==> config.mk <==
export PLATFORM = sky130hd
export DESIGN_NAME = seq_code_detector
export DESIGN_NICKNAME = d
export VERILOG_FILES = /design/src/rtl/seq_code_detector.sv
export SDC_FILE = /design/constraint.sdc
export NUM_CORES = 1
export LEC_CHECK = 0
export CAP_MARGIN = 20
export CORE_AREA = 2 2 42 44
export CTS_CLUSTER_DIAMETER = 150
export CTS_CLUSTER_SIZE = 16
export DETAILED_ROUTE_END_ITERATION = 6
export DIE_AREA = 0 0 44 46
export GPL_ROUTABILITY_DRIVEN = 0
export PLACE_DENSITY = 0.69
export SLEW_MARGIN = 20
export SYNTH_ARGS = -nofsm -noshare
export SYNTH_HDL_FRONTEND = slang
export SYNTH_SLANG_ARGS = --single-unit
export TNS_END_PERCENT = 5
==> constraint.sdc <==
create_clock -name clk -period 1.2 [get_ports clk]
set_input_delay 0.24 -clock clk [delete_from_list [all_inputs] [get_ports clk]]
set_output_delay 0.24 -clock clk [all_outputs]
set_load 0.005 [all_outputs]
==> src/rtl/seq_code_detector.sv <==
// Two-code serial detector; W-bit window vs CT1/CT2, registered match pulses; hit counters under SEQDET_HITCNT_EN.
// Latency: match one cycle after the completing bit's edge; no backpressure, din_valid gaps are transparent.
module seq_code_detector #(
  parameter int unsigned     W       = 4,
  parameter logic [W-1:0]    CT1     = W'(4'b0110),
  parameter logic [W-1:0]    CT2     = W'(4'b1011),
  parameter bit              OVERLAP = 1'b1,
  parameter int unsigned     CNT_W   = 8
) (
  input  logic             clk,
  input  logic             rst,
  input  logic             clr,
  input  logic             din_valid,
  input  logic             din,
  output logic [1:0]       match,
  output logic [CNT_W-1:0] hit_cnt1,
  output logic [CNT_W-1:0] hit_cnt2
);

  localparam int unsigned    FW   = $clog2(W + 1);
  localparam logic [FW-1:0]  FULL = FW'(W);

  logic [W-1:0]  sr;
  logic [W-1:0]  sr_next;
  logic [FW-1:0] fill;
  logic [FW-1:0] fill_next;
  logic          armed;
  logic [1:0]    hit;

  assign sr_next   = {sr[W-2:0], din};
  assign fill_next = (fill == FULL) ? FULL : fill + 1'b1;
  assign armed     = (fill_next == FULL);
  assign hit       = {armed && (sr_next == CT2), armed && (sr_next == CT1)};

  always_ff @(posedge clk or posedge rst) begin
    if (rst) begin
      sr    <= '0;
      fill  <= '0;
      match <= 2'b00;
    end else if (clr) begin
      sr    <= '0;
      fill  <= '0;
      match <= 2'b00;
    end else if (din_valid) begin
      sr    <= sr_next;
      // Non-overlapping mode re-arms from scratch after any hit.
      fill  <= (!OVERLAP && (|hit)) ? '0 : fill_next;
      match <= hit;
    end else begin
      match <= 2'b00;
    end
  end

`ifdef SEQDET_HITCNT_EN
  always_ff @(posedge clk or posedge rst) begin
    if (rst) begin
      hit_cnt1 <= '0;
      hit_cnt2 <= '0;
    end else if (clr) begin
      hit_cnt1 <= '0;
      hit_cnt2 <= '0;
    end else if (din_valid) begin
      if (hit[0] && (hit_cnt1 != '1)) hit_cnt1 <= hit_cnt1 + 1'b1;
      if (hit[1] && (hit_cnt2 != '1)) hit_cnt2 <= hit_cnt2 + 1'b1;
    end
  end
`else
  assign hit_cnt1 = '0;
  assign hit_cnt2 = '0;
`endif

endmodule

==> impl_metrics.ini <==
[sta]
min_period_ns = 1.230
fmax_mhz = 812.9
finalHoldViolCount = 0
rsz0062_at_grt = true
layout_setup_ws_ns = -0.03011
min_period_over_period_pct = 102.5
drv_slew = 0
fin_skew_ns = 0.001239
setup_tns_ns = -0.05135
setup_viol = 2

[status]
outcome = finished, violations left
violations = setup timing

[critical_path]
crit_required_ns = 1.38
worstSetupPathType = flop to flop
worst-path-max-fanout = 4
critical-path-top-delay-family = simple AND/OR/NAND/NOR gates
critical_path_buf_inv_count = 1
cpPeakStageDelay_ns = 0.42
critical_path_arrival_ns = 1.41
worstReg2RegStart = fill[0]
regToRegSetupSlack_ns = -0.03
crit_path_start_kind = flop
worst_path_max_delay_cell = dfrtp_1
crit_chain = inv_2, ha_4, and4bb_1, nand4b_1, nor2_1
startpoint = fill[0]
r2r_cells = 5
rr_endpoint = match[1]
end_kind = flop

[final_layout]
final_nets = 73
drive_above_1_share_pct = 14.06
insertedDiodeCount = 0
synthToLayoutAreaGrowth_pct = 11.75
final_cells = 81
final_area_um2 = 583.1
fin_util_pct = 36.12
fillerInstances = 176
regArea_um2 = 200.2
multiInputGateArea_um2 = 247.7

[synthesis]
syn-instance-count = 54
synth_area_leaders = dfrtp_1, buf_4, mux2i_1, nor2_1, ha_1
synth-edff-count = 0
synth_warnings = 0
postSynth.asyncResetShare_pct = 100.0
ys_ff_latch = 8
syn_area_per_cell_um2 = 9.662
synth_common_cells = buf_4, dfrtp_1, nor2_1
synthesis.area_um2 = 521.8
synth_top_cell_by_area = dfrtp_1
synth_ff_type = dfrtp_1
synth.most_common_cell = buf_4
ys_seq_area_share_pct = 38.37
synth.distinct_cells = 18
synth.top_cell.area_share_pct = 38.37

[clock_network]
cts-buffers-inserted = 3
root_buffer = clkbuf_4
cts_tree = done
clockBufferDepth = 2
clkTransAtPathRegs_ns = 0.05
postCtsSetupBuffers = 0
cts_sinks = 8
htreeDepth = 1
clk_latency_ns = 0.25

[run]
drv_cap = 0

[placed_design]
place.detailed.hpwl_um = 560
postPlaceCellArea_um2 = 550.5
port_buffers = 6
place_inst = 78
dp_slack_ns = -0.1359

[floorplanning]
die_w_um = 44
ios = 23
std_cell_rows = 15
die_area_mm2 = 0.002024
initial_core_util_pct = 32.33
coreArea_mm2 = 0.001614
dieHeight_um = 46

[global_route]
grt.overflow.total = 0
grt_pass1_wl_um = 1124
grt_use_total_pct = 8.333
grt_pass1_vias = 275
antenna_found_initial = 0
grt_max_degree = 9

[detailed_routing]
met3WireLength_um = 69
drc = 0
drt_iter0_markers = 5
drtPass1Iterations = 4
wl_um = 675
met2_length_um = 342
wl_per_cell_um = 8.333
met1Wirelength_um = 264
num_vias = 317
topRoutingLayerUsed = met3
ant_nets = 0
avgViaCountPerCell = 3.914

[power_and_ir_drop]
ir_drop_v = 0.0006997
total_leakage_power_uw = 0.0003137
p_per_area_mw_per_mm2 = 972.6

[hold_path]
hold_path.class = input pin to asynchronous set/reset pin
-- report_power, final --
group          internal [µW]  leakage (µW)  switching [µW]
Sequential               279      0.000109            8.13
Combinational           40.9      0.000191            43.2
Clock                    114     0.0000138            82.0
-- state kept, by name, summed over array words and instances (netlist names) --
register,flops
match,2
sr,3
fill,3
-- layer usage --
metal / track usage (%) / up-vias
met5: 0 / -
met4: 3.636 / 0
li1: - / 163
met2: 13.53 / 15
met1: 7.843 / 139
met3: 6.349 / 0
-- final cells by class --
cell class | instances | area share (%)
multi-input cells | 41 | 42.49
flip-flops and latches | 8 | 34.33
well taps | 17 | 3.648
clock buffers | 3 | 3.863
repair buffers | 9 | 13.73
inverters | 3 | 1.931
-- layout by cell type (no fill, tap or decap) --
master           instances
clkbuf_4                 3
inv_2                    1
nor3_1                   1
nand4b_1                 1
ha_4                     1
a21oi_1                  2
nand2b_1                 1
a21boi_1                 1
clkdlybuf4s50_1          4
and4bb_1                 1
dfrtp_1                  8
buf_4                    3
nand2_1                  1
ha_1                     1
dlygate4sd2_1            2
nor2_1                   7
xor2_1                   1
nand3_1                  2
inv_1                    2
and4b_2                  1
mux2i_1                  4
conb_1                  16
-- what timing repair did --
item	4_1_cts	5_1_grt
pin swaps	0	1
setup endpoints to repair	4	2
gates resized for setup	5	0
gates cloned	0	0
hold buffers	0	0
-- logic make-up after synthesis --
kind of cell	after synthesis	share of synthesized area, %
AOI/OAI and AO/OA	3	3.358
buffers and inverters	20	27.34
xor gates and xnor gates	1	1.679
DFF	8	38.37
adders and majority gates	2	4.795
and+or+nand+nor	15	16.07
other	1	0.7187
muxes	4	7.674
-- worst max-delay path by stage --
stage                    end  slack, ns  depth (start not counted)
floorplan           match[1]       0.01                          5
global placement       sr[2]      -0.12                          4
detailed placement     sr[2]      -0.14                          4
CTS                 match[1]      -0.05                          5
global route        match[1]      -0.13                          5
finish              match[1]      -0.03                          5
-- through the flow --
| stage | hold WS [ns] | total power, µW |
|---|---|---|
| CTS | 0.2330 | 583.9 |
| finish | 0.2314 | 567.1 |
| global placement | 0.5054 | 367.0 |
| floorplan | 0.05566 | 377.8 |
| detailed placement | 0.4995 | 369.5 |
| global route | 0.2789 | 611.7 |
(Power assumes the default switching activity.)
